`src/rtl/lsu_pkg.sv`:
```
// Purpose : shared widths, funct3 memop encodings, FSM states and helpers for the NPC memory-access stage.
// Latency : n/a (declarations only).
// Backpressure: n/a.
// Contents: XLEN/REG_W/PC_W/IMM_W/RS_W/SYS_W widths, F3_* memop codes, lsu_state_e, misaligned().
package lsu_pkg;

    localparam int XLEN  = 32;
    localparam int REG_W = 32;
    localparam int PC_W  = 32;
    localparam int IMM_W = 32;
    localparam int RS_W  = 5;
    localparam int SYS_W = 4;

    // Load and store funct3 codes share the same encoding space.
    localparam logic [2:0] F3_LB  = 3'b000;
    localparam logic [2:0] F3_LH  = 3'b001;
    localparam logic [2:0] F3_LW  = 3'b010;
    localparam logic [2:0] F3_LBU = 3'b100;
    localparam logic [2:0] F3_LHU = 3'b101;
    localparam logic [2:0] F3_SB  = 3'b000;
    localparam logic [2:0] F3_SH  = 3'b001;
    localparam logic [2:0] F3_SW  = 3'b010;

    typedef enum logic [1:0] {
        S_IDLE = 2'd0,
        S_REQ  = 2'd1,
        S_WAIT = 2'd2,
        S_DONE = 2'd3
    } lsu_state_e;

    // Halfword ops (LH/LHU/SH all have funct3[1:0]==01) need an even offset;
    // word ops need offset 0.
    function automatic logic misaligned(input logic [2:0] memop, input logic [1:0] off);
        return ((memop[1:0] == 2'b01) && off[0]) ||
               ((memop == F3_LW) && (off != 2'b00));
    endfunction

endpackage

```
`src/rtl/lsu_if.sv`:
```
// Purpose : single-beat data-memory bus between lsu (master) and memory (slave).
// Latency : n/a (wires only).
// Backpressure: request held until mem_req_ready_i; response signalled by mem_rsp_valid_i.
// Signals: request valid/ready, word address, write enable, write data, byte strobes, response valid, read data.
interface lsu_if;
    logic        mem_req_valid_o;
    logic        mem_req_ready_i;
    logic [31:0] mem_addr_o;
    logic        mem_wen_o;
    logic [31:0] mem_wdata_o;
    logic [3:0]  mem_wstrb_o;
    logic        mem_rsp_valid_i;
    logic [31:0] mem_rdata_i;

    modport master (
        output mem_req_valid_o, mem_addr_o, mem_wen_o, mem_wdata_o, mem_wstrb_o,
        input  mem_req_ready_i, mem_rsp_valid_i, mem_rdata_i
    );

    modport slave (
        input  mem_req_valid_o, mem_addr_o, mem_wen_o, mem_wdata_o, mem_wstrb_o,
        output mem_req_ready_i, mem_rsp_valid_i, mem_rdata_i
    );
endinterface

```
`src/rtl/lsu_align.sv`:
```
// Purpose : store lane replication/strobes and load shift/extension for one memop.
// Latency : purely combinational.
// Backpressure: none.
// Ports: i_memop, i_off, i_wdata, i_rdata -> o_st_data, o_st_strb, o_ld_data.
module lsu_align
    import lsu_pkg::*;
(
    input  logic [2:0]      i_memop,
    input  logic [1:0]      i_off,
    input  logic [XLEN-1:0] i_wdata,
    input  logic [XLEN-1:0] i_rdata,
    output logic [XLEN-1:0] o_st_data,
    output logic [3:0]      o_st_strb,
    output logic [XLEN-1:0] o_ld_data
);
    logic [XLEN-1:0] w_shifted;

    // Bring the addressed byte/halfword down to bit 0 before extending.
    assign w_shifted = i_rdata >> {i_off, 3'b000};

    always_comb begin
        o_st_data = i_wdata;
        o_st_strb = 4'b1111;
        case (i_memop)
            F3_SB: begin
                o_st_data = {4{i_wdata[7:0]}};
                o_st_strb = 4'b0001 << i_off;
            end
            F3_SH: begin
                o_st_data = {2{i_wdata[15:0]}};
                o_st_strb = 4'b0011 << i_off;
            end
            default: begin
                o_st_data = i_wdata;
                o_st_strb = 4'b1111;
            end
        endcase
    end

    always_comb begin
        o_ld_data = w_shifted;
        case (i_memop)
            F3_LB:   o_ld_data = {{24{w_shifted[7]}},  w_shifted[7:0]};
            F3_LH:   o_ld_data = {{16{w_shifted[15]}}, w_shifted[15:0]};
            F3_LBU:  o_ld_data = {24'h0, w_shifted[7:0]};
            F3_LHU:  o_ld_data = {16'h0, w_shifted[15:0]};
            default: o_ld_data = w_shifted;
        endcase
    end
endmodule

```
`src/rtl/lsu.sv`:
```
// Purpose : NPC memory-access stage; runs one bus beat for loads/stores and pulses wb_en_o to wbu.
// Latency : non-mem op wb_en_o at T+1; mem op T+3 plus one cycle per stall cycle on either handshake.
// Backpressure: e_ready_o only in IDLE (one instruction in flight); request held until mem_req_ready_i.
// Ports: clock/reset, e_* from execute, mem (lsu_if.master), wb_en_o and m_* to wbu.
// Option : YSYX_23060251_LSU_ALIGN_CHECK_EN adds m_misalign_o and skips the bus for misaligned ops.
module lsu
    import lsu_pkg::*;
(
    input  logic             clock,
    input  logic             reset,
    input  logic             e_valid_i,
    output logic             e_ready_o,
    input  logic             e_wenReg_i,
    input  logic             e_wenCsr_i,
    input  logic             e_renMem_i,
    input  logic             e_wenMem_i,
    input  logic [2:0]       e_memop_i,
    input  logic [RS_W-1:0]  e_rd_i,
    input  logic [XLEN-1:0]  e_res_i,
    input  logic [XLEN-1:0]  e_wdata_i,
    input  logic [SYS_W-1:0] e_sys_info_i,
    input  logic [IMM_W-1:0] e_imm_i,
    input  logic [REG_W-1:0] e_src1_i,
    input  logic [PC_W-1:0]  e_pc_i,
    input  logic [PC_W-1:0]  e_npc_i,
    lsu_if.master            mem,
    output logic             wb_en_o,
    output logic             m_wenReg_o,
    output logic             m_wenCsr_o,
    output logic             m_renMem_o,
    output logic [RS_W-1:0]  m_rd_o,
    output logic [XLEN-1:0]  m_res_o,
    output logic [XLEN-1:0]  m_rdata_o,
    output logic [SYS_W-1:0] m_sys_info_o,
    output logic [IMM_W-1:0] m_imm_o,
    output logic [REG_W-1:0] m_src1_o,
    output logic [PC_W-1:0]  m_pc_o,
    output logic [PC_W-1:0]  m_npc_o
`ifdef YSYX_23060251_LSU_ALIGN_CHECK_EN
    ,
    output logic             m_misalign_o
`endif
);
    lsu_state_e       r_state;
    logic             r_ready, r_req_vld, r_wb_en;
    logic             r_wenReg, r_wenCsr, r_renMem, r_wenMem;
    logic [2:0]       r_memop;
    logic [RS_W-1:0]  r_rd;
    logic [XLEN-1:0]  r_res, r_wdata, r_rdata;
    logic [SYS_W-1:0] r_sys;
    logic [IMM_W-1:0] r_imm;
    logic [REG_W-1:0] r_src1;
    logic [PC_W-1:0]  r_pc, r_npc;
    logic             w_is_mem, w_misalign;
    logic [XLEN-1:0]  w_st_data, w_ld_data;
    logic [3:0]       w_st_strb;

    assign w_is_mem = e_renMem_i | e_wenMem_i;

`ifdef YSYX_23060251_LSU_ALIGN_CHECK_EN
    logic r_misalign;
    assign w_misalign   = w_is_mem & misaligned(e_memop_i, e_res_i[1:0]);
    assign m_misalign_o = r_misalign;
`else
    assign w_misalign = 1'b0;
`endif

    // Alignment works from the latched fields so the bus request stays stable
    // for as long as the slave stalls.
    lsu_align u_align (
        .i_memop   (r_memop),
        .i_off     (r_res[1:0]),
        .i_wdata   (r_wdata),
        .i_rdata   (mem.mem_rdata_i),
        .o_st_data (w_st_data),
        .o_st_strb (w_st_strb),
        .o_ld_data (w_ld_data)
    );

    always_ff @(posedge clock) begin
        if (reset) begin
            r_state   <= S_IDLE;
            r_ready   <= 1'b1;
            r_req_vld <= 1'b0;
            r_wb_en   <= 1'b0;
            r_wenReg  <= 1'b0;
            r_wenCsr  <= 1'b0;
            r_renMem  <= 1'b0;
            r_wenMem  <= 1'b0;
            r_memop   <= '0;
            r_rd      <= '0;
            r_res     <= '0;
            r_wdata   <= '0;
            r_rdata   <= '0;
            r_sys     <= '0;
            r_imm     <= '0;
            r_src1    <= '0;
            r_pc      <= '0;
            r_npc     <= '0;
`ifdef YSYX_23060251_LSU_ALIGN_CHECK_EN
            r_misalign <= 1'b0;
`endif
        end else begin
            case (r_state)
                S_IDLE: begin
                    if (e_valid_i) begin
                        r_ready  <= 1'b0;
                        r_wenReg <= e_wenReg_i & ~w_misalign;
                        r_wenCsr <= e_wenCsr_i;
                        r_renMem <= e_renMem_i;
                        r_wenMem <= e_wenMem_i;
                        r_memop  <= e_memop_i;
                        r_rd     <= e_rd_i;
                        r_res    <= e_res_i;
                        r_wdata  <= e_wdata_i;
                        r_rdata  <= '0;
                        r_sys    <= e_sys_info_i;
                        r_imm    <= e_imm_i;
                        r_src1   <= e_src1_i;
                        r_pc     <= e_pc_i;
                        r_npc    <= e_npc_i;
`ifdef YSYX_23060251_LSU_ALIGN_CHECK_EN
                        r_misalign <= w_misalign;
`endif
                        if (w_is_mem && !w_misalign) begin
                            r_state   <= S_REQ;
                            r_req_vld <= 1'b1;
                        end else begin
                            r_state <= S_DONE;
                            r_wb_en <= 1'b1;
                        end
                    end
                end
                S_REQ: begin
                    if (mem.mem_req_ready_i) begin
                        r_state   <= S_WAIT;
                        r_req_vld <= 1'b0;
                    end
                end
                S_WAIT: begin
                    if (mem.mem_rsp_valid_i) begin
                        if (r_renMem) begin
                            r_rdata <= w_ld_data;
                        end
                        r_state <= S_DONE;
                        r_wb_en <= 1'b1;
                    end
                end
                S_DONE: begin
                    r_state <= S_IDLE;
                    r_wb_en <= 1'b0;
                    r_ready <= 1'b1;
                end
            endcase
        end
    end

    assign e_ready_o           = r_ready;
    assign mem.mem_req_valid_o = r_req_vld;
    assign mem.mem_addr_o      = {r_res[31:2], 2'b00};
    assign mem.mem_wen_o       = r_wenMem;
    assign mem.mem_wdata_o     = w_st_data;
    // Strobes only mean something for writes; keeps them zero out of reset.
    assign mem.mem_wstrb_o     = w_st_strb & {4{r_wenMem}};
    assign wb_en_o             = r_wb_en;
    assign m_wenReg_o          = r_wenReg;
    assign m_wenCsr_o          = r_wenCsr;
    assign m_renMem_o          = r_renMem;
    assign m_rd_o              = r_rd;
    assign m_res_o             = r_res;
    assign m_rdata_o           = r_rdata;
    assign m_sys_info_o        = r_sys;
    assign m_imm_o             = r_imm;
    assign m_src1_o            = r_src1;
    assign m_pc_o              = r_pc;
    assign m_npc_o             = r_npc;
endmodule

```
`src/flat_wrapper.sv`:
```
// flat-port wrapper written by rule: the top's interface ports become plain ports
module lsu_flat import lsu_pkg::*;
  (clock, reset, e_valid_i, e_ready_o, e_wenReg_i, e_wenCsr_i, e_renMem_i, e_wenMem_i, e_memop_i, e_rd_i, e_res_i, e_wdata_i, e_sys_info_i, e_imm_i, e_src1_i, e_pc_i, e_npc_i, wb_en_o, m_wenReg_o, m_wenCsr_o, m_renMem_o, m_rd_o, m_res_o, m_rdata_o, m_sys_info_o, m_imm_o, m_src1_o, m_pc_o, m_npc_o, mem_mem_req_valid_o, mem_mem_addr_o, mem_mem_wen_o, mem_mem_wdata_o, mem_mem_wstrb_o, mem_mem_req_ready_i, mem_mem_rsp_valid_i, mem_mem_rdata_i);
  lsu_if mem_i ();
  input  logic clock;
  input  logic reset;
  input  logic e_valid_i;
  output logic e_ready_o;
  input  logic e_wenReg_i;
  input  logic e_wenCsr_i;
  input  logic e_renMem_i;
  input  logic e_wenMem_i;
  input  logic [2:0] e_memop_i;
  input  logic [RS_W-1:0] e_rd_i;
  input  logic [XLEN-1:0] e_res_i;
  input  logic [XLEN-1:0] e_wdata_i;
  input  logic [SYS_W-1:0] e_sys_info_i;
  input  logic [IMM_W-1:0] e_imm_i;
  input  logic [REG_W-1:0] e_src1_i;
  input  logic [PC_W-1:0] e_pc_i;
  input  logic [PC_W-1:0] e_npc_i;
  output logic wb_en_o;
  output logic m_wenReg_o;
  output logic m_wenCsr_o;
  output logic m_renMem_o;
  output logic [RS_W-1:0] m_rd_o;
  output logic [XLEN-1:0] m_res_o;
  output logic [XLEN-1:0] m_rdata_o;
  output logic [SYS_W-1:0] m_sys_info_o;
  output logic [IMM_W-1:0] m_imm_o;
  output logic [REG_W-1:0] m_src1_o;
  output logic [PC_W-1:0] m_pc_o;
  output logic [PC_W-1:0] m_npc_o;
  output wire logic [$bits(mem_i.mem_req_valid_o)-1:0] mem_mem_req_valid_o;
  output wire logic [$bits(mem_i.mem_addr_o)-1:0] mem_mem_addr_o;
  output wire logic [$bits(mem_i.mem_wen_o)-1:0] mem_mem_wen_o;
  output wire logic [$bits(mem_i.mem_wdata_o)-1:0] mem_mem_wdata_o;
  output wire logic [$bits(mem_i.mem_wstrb_o)-1:0] mem_mem_wstrb_o;
  input wire logic [$bits(mem_i.mem_req_ready_i)-1:0] mem_mem_req_ready_i;
  input wire logic [$bits(mem_i.mem_rsp_valid_i)-1:0] mem_mem_rsp_valid_i;
  input wire logic [$bits(mem_i.mem_rdata_i)-1:0] mem_mem_rdata_i;
  assign mem_mem_req_valid_o = mem_i.mem_req_valid_o;
  assign mem_mem_addr_o = mem_i.mem_addr_o;
  assign mem_mem_wen_o = mem_i.mem_wen_o;
  assign mem_mem_wdata_o = mem_i.mem_wdata_o;
  assign mem_mem_wstrb_o = mem_i.mem_wstrb_o;
  assign mem_i.mem_req_ready_i = mem_mem_req_ready_i;
  assign mem_i.mem_rsp_valid_i = mem_mem_rsp_valid_i;
  assign mem_i.mem_rdata_i = mem_mem_rdata_i;
  lsu u_core (.clock(clock), .reset(reset), .e_valid_i(e_valid_i), .e_ready_o(e_ready_o), .e_wenReg_i(e_wenReg_i), .e_wenCsr_i(e_wenCsr_i), .e_renMem_i(e_renMem_i), .e_wenMem_i(e_wenMem_i), .e_memop_i(e_memop_i), .e_rd_i(e_rd_i), .e_res_i(e_res_i), .e_wdata_i(e_wdata_i), .e_sys_info_i(e_sys_info_i), .e_imm_i(e_imm_i), .e_src1_i(e_src1_i), .e_pc_i(e_pc_i), .e_npc_i(e_npc_i), .mem(mem_i), .wb_en_o(wb_en_o), .m_wenReg_o(m_wenReg_o), .m_wenCsr_o(m_wenCsr_o), .m_renMem_o(m_renMem_o), .m_rd_o(m_rd_o), .m_res_o(m_res_o), .m_rdata_o(m_rdata_o), .m_sys_info_o(m_sys_info_o), .m_imm_o(m_imm_o), .m_src1_o(m_src1_o), .m_pc_o(m_pc_o), .m_npc_o(m_npc_o));
endmodule
```
`config.mk`:
```
export PLATFORM = sky130hd
export DESIGN_NAME = lsu_flat
export DESIGN_NICKNAME = d
export VERILOG_FILES = /design/src/rtl/lsu_pkg.sv /design/src/rtl/lsu_if.sv /design/src/rtl/lsu_align.sv /design/src/rtl/lsu.sv /design/src/flat_wrapper.sv
export SDC_FILE = /design/constraint.sdc
export NUM_CORES = 1
export LEC_CHECK = 0
export CAP_MARGIN = 20
export CORE_AREA = 5 5 200 202
export CTS_BUF_LIST = sky130_fd_sc_hd__clkbuf_4
export DETAILED_ROUTE_END_ITERATION = 16
export DIE_AREA = 0 0 205 207
export GPL_TIMING_DRIVEN = 0
export PLACE_DENSITY = 0.64
export SLEW_MARGIN = 10
export SYNTH_ARGS = -nofsm -noshare
export SYNTH_HDL_FRONTEND = slang
export SYNTH_SLANG_ARGS = --single-unit
```
`constraint.sdc`:
```
create_clock -name clock -period 2.5 [get_ports clock]
set_input_delay 0.5 -clock clock [delete_from_list [all_inputs] [get_ports clock]]
set_output_delay 0.5 -clock clock [all_outputs]
set_load 0.02 [all_outputs]
```
==> results.cfg <==
[global_routing]
grt_use_met1 = 0.207
combined_global_route_utilization_of_all_metal_layers = 0.199
grt_first_pass_wirelength_um = 65200
busiest_layer = met2
grt_start_max_net_pins = 20
grt_pass1_vias = 11000
antenna_violations_before_repair = 8
grtUsageMet2 = 0.346
grt_use_met3 = 0.0863
globalRouteOverflowTotal = 0

[run]
max_cap_violations = 0

[cells_and_area]
areaGrowthSynthToFinish_pct = 72.9
fin_nets = 2027
finished_core_util = 0.441
post_route_cells_drive_above_1_share = 0.161

[timing]
setup_violations = 0
min_period_over_period = 0.978
finalMaxSlewViolations = 0
setup_repair_after_global_routing_missed_its_margin = yes
setup-tns-final_ps = 0
fin_worst_skew_ps = 53.9
max_slew_margin = 0.290
report.final.hold_viol_count = 0
worstMarginPinSlew_ps = 1060
post-route-min-period_ps = 2450
achievable-frequency_ghz = 0.409

[yosys]
post_synth_and_or_nand_nor_area_fraction = 0.189
syn_area_sq_mm = 0.00972
dominant_cell_by_count_in_the_synthesized_netlist = sky130_fd_sc_hd__nand2_1
synth.cells.most_frequent = sky130_fd_sc_hd__nand2_1 (421), sky130_fd_sc_hd__dfxtp_1 (245), sky130_fd_sc_hd__a21oi_1 (220)
postSynth.topFlopCell = sky130_fd_sc_hd__dfxtp_1
postSynthCellCount = 1177
synth-compound-area-share = 0.164
ys_top_cells_by_area = sky130_fd_sc_hd__dfxtp_1 (50%), sky130_fd_sc_hd__nand2_1 (16%), sky130_fd_sc_hd__a21oi_1 (11%)
post-synth-top-area-cell = sky130_fd_sc_hd__dfxtp_1
ys.warnings.count = 0
syn_area_per_cell_sq_um = 8.26
synth_async_sr_flop_share = 0
yosys.area_share.adder = 0.00643
synth_top_family_by_area = simple AND/OR/NAND/NOR gates
post_synth_edffs = 0
yosys.area_share.xor_xnor = 0.000901
synth.distinct_cells = 41
yosysSeqAreaShare = 0.504
ys_ff_latch = 245
muxShareOfSynthArea = 0.0660
synth_top_cell_area_share = 0.504

[cts]
clock_tree_from_tritoncts = yes
clkLatencyLatePin_ps = 730
hold_buf_cts = 0
cts_sinks = 245
cts.clk_slew.worst_paths_ps = 60
cts-root-buf = sky130_fd_sc_hd__clkbuf_4
h-tree-depth = 3
clk_path_buf_depth = 3
numCtsBuffers = 70

[critical_path]
critPathLaunchType = flip-flop
cpLargestDelayFamily = flip-flops
data_arrival_time_at_the_worst_slack_endpoint_ps = 1950
path_buf_inv = 2
critical_path.max_stage_delay_ps = 370
worstSetupEndpointType = output pin
worstSetupPathDepth = 4
ff2ff_path_depth = 10
critPathMaxFanout = 10
criticalPathCategory = reg2out
timing.critical_path.slowest_stage_cell = sky130_fd_sc_hd__dfxtp_4
timing.critical_path.cells = nor2_4 -> clkbuf_16 -> mux2_4 -> buf_6
timing.critical_path.required_ps = 2000

[routing]
dr.pass1.iters = 5
number_of_vias_after_detailed_routing = 10700
viasPerCell = 4.57
drt-wirelength-per-cell_um = 18.6
post-route-drc-count = 0
ant_nets = 0
drt-initial-drc-count = 443
postRouteWirelength_um = 43800

[power_and_ir_drop]
internal_power_w = 0.00932
power_density_mw_per_mm2 = 893
power.clock.fraction = 0.250
cellLeakagePower_nw = 6.38
power_switching_w = 0.00570
combinationalPowerShare = 0.419
peakVddDrop_v = 0.000507
switching_share_of_power = 0.380
power.sequential.fraction = 0.331

[die]
die-area_sq_mm = 0.0424
initial_cell_density_of_the_core = 0.255
top_level_ports = 521
row_count = 72
design.core.area_sq_mm = 0.0381
die-width_um = 205
die_y_um = 207

[status]
status = complete, no violations

[place]
place_hpwl_um = 34000
final_weighted_congestion_of_routability_driven_global_placement = 0.888
buffer_ports.inserted = 517

[worst_hold_path]
timing.hold.worst_path_depth = 3
timing.hold.worst.class = in2reg
==> repair_timing <==
item	4_1_cts	5_1_grt
endpoints found under the setup margin	170	47
resized for setup	241	27
hold endpoints to repair	0	0
pin swaps	5	4
cloned	1	0
setup buffers	14	3
==> placed cells by master, fill, tap and decap left out, types with 9 or more instances in the layout <==
| cell type | Yosys | routed |
|---|---|---|
| sky130_fd_sc_hd__a21oi_1 | 220 | 215 |
| sky130_fd_sc_hd__a221o_2 | 10 | 10 |
| sky130_fd_sc_hd__a22oi_1 | 9 | 9 |
| sky130_fd_sc_hd__buf_4 | 40 | 63 |
| sky130_fd_sc_hd__buf_6 | 3 | 26 |
| sky130_fd_sc_hd__clkbuf_1 | 79 | 66 |
| sky130_fd_sc_hd__clkbuf_4 | 0 | 107 |
| sky130_fd_sc_hd__clkdlybuf4s50_1 | 0 | 481 |
| sky130_fd_sc_hd__dfxtp_1 | 245 | 235 |
| sky130_fd_sc_hd__diode_2 | 0 | 9 |
| sky130_fd_sc_hd__mux2_2 | 33 | 17 |
| sky130_fd_sc_hd__mux2_4 | 0 | 16 |
| sky130_fd_sc_hd__nand2_1 | 421 | 421 |
| sky130_fd_sc_hd__nor2_1 | 26 | 23 |
==> sequential cells by signal, indices dropped and copies added (netlist names) <==
signal                      count
u_core.m_imm_o                 32
u_core.m_npc_o                 32
u_core.m_pc_o                  32
u_core.m_rdata_o               32
u_core.m_res_o                 32
u_core.m_src1_o                32
u_core.r_wdata                 32
u_core.m_rd_o                   5
u_core.m_sys_info_o             4
u_core.r_memop                  3
u_core.r_state                  2
u_core.e_ready_o                1
u_core.m_renMem_o               1
u_core.m_wenCsr_o               1
u_core.m_wenReg_o               1
u_core.mem.mem_req_valid_o      1
u_core.mem.mem_wen_o            1
u_core.wb_en_o                  1
==> through the flow <==
stage	worst slack [ps]	power (W)	cell area, sq um	hold slack, ps	std cells
finish	54.4	0.0150	16800	211	2352
global route	-134	0.0160	16800	183	2352
CTS	-148	0.0153	16800	102	2345
detailed placement	-1160	0.0111	15600	446	2214
global placement	-1130	0.0110	15500	441	2213
floorplan	152	0.00818	9730	434	1178
==> routing by layer <==
layer  vias up  wire length, um
li1       5148                -
met1      5006            16000
met2       497            21700
met3        90             4610
met4         0             1470
met5         -                0
==> tightest hold or removal path, delay by kind of cell <==
family          cells  cell delay [ps]
buf+inv             2              300
compound gates      1               90
==> power groups by stage <==
stage / registers [W] / logic [W] / clock network, W
6_report: 0.00497 / 0.00630 / 0.00375
5_1_grt: 0.00505 / 0.00682 / 0.00418
4_1_cts: 0.00496 / 0.00642 / 0.00394
3_5_place_dp: 0.00502 / 0.00608 / 0
3_3_place_gp: 0.00499 / 0.00603 / 0
2_1_floorplan: 0.00552 / 0.00266 / 0
==> worst paths after layout <==
check,slack [ps],from,endpoint
worst max-delay path,50,u_core.r_memop[2]$_SDFFE_PP0P_,mem_mem_wdata_o[23]
worst min-delay path,210,reset,u_core.e_ready_o$_SDFFE_PP1P_
worst max register to register,120,u_core.r_state[0]$_SDFFE_PP0P_,u_core.m_rdata_o[21]$_SDFFE_PP0P_
worst min register to register,450,u_core.m_pc_o[25]$_SDFFE_PP0P_,u_core.m_pc_o[25]$_SDFFE_PP0P_
==> logic make-up after synthesis <==
family | count (synthesis)
other | 1
xor gates and xnor gates | 1
DFF | 245
AOI/OAI and AO/OA | 274
and+or+nand+nor | 468
adders and majority gates | 5
muxes | 50
buffers and inverters | 133
==> final cells by class <==
| class | count | area, sq um |
|---|---|---|
| repair buffers | 534 | 5320 |
| diodes | 9 | 22.5 |
| well taps | 518 | 648 |
| clock buffers | 107 | 803 |
| clock inverters | 13 | 76.3 |
| inverters | 3 | 11.3 |
| fillers | 3883 | 21300 |
| plain buffers | 123 | 717 |
| flip-flops and latches | 245 | 4930 |
| multi-input cells | 800 | 4290 |
Note: power is estimated with default switching activity, not from simulation.
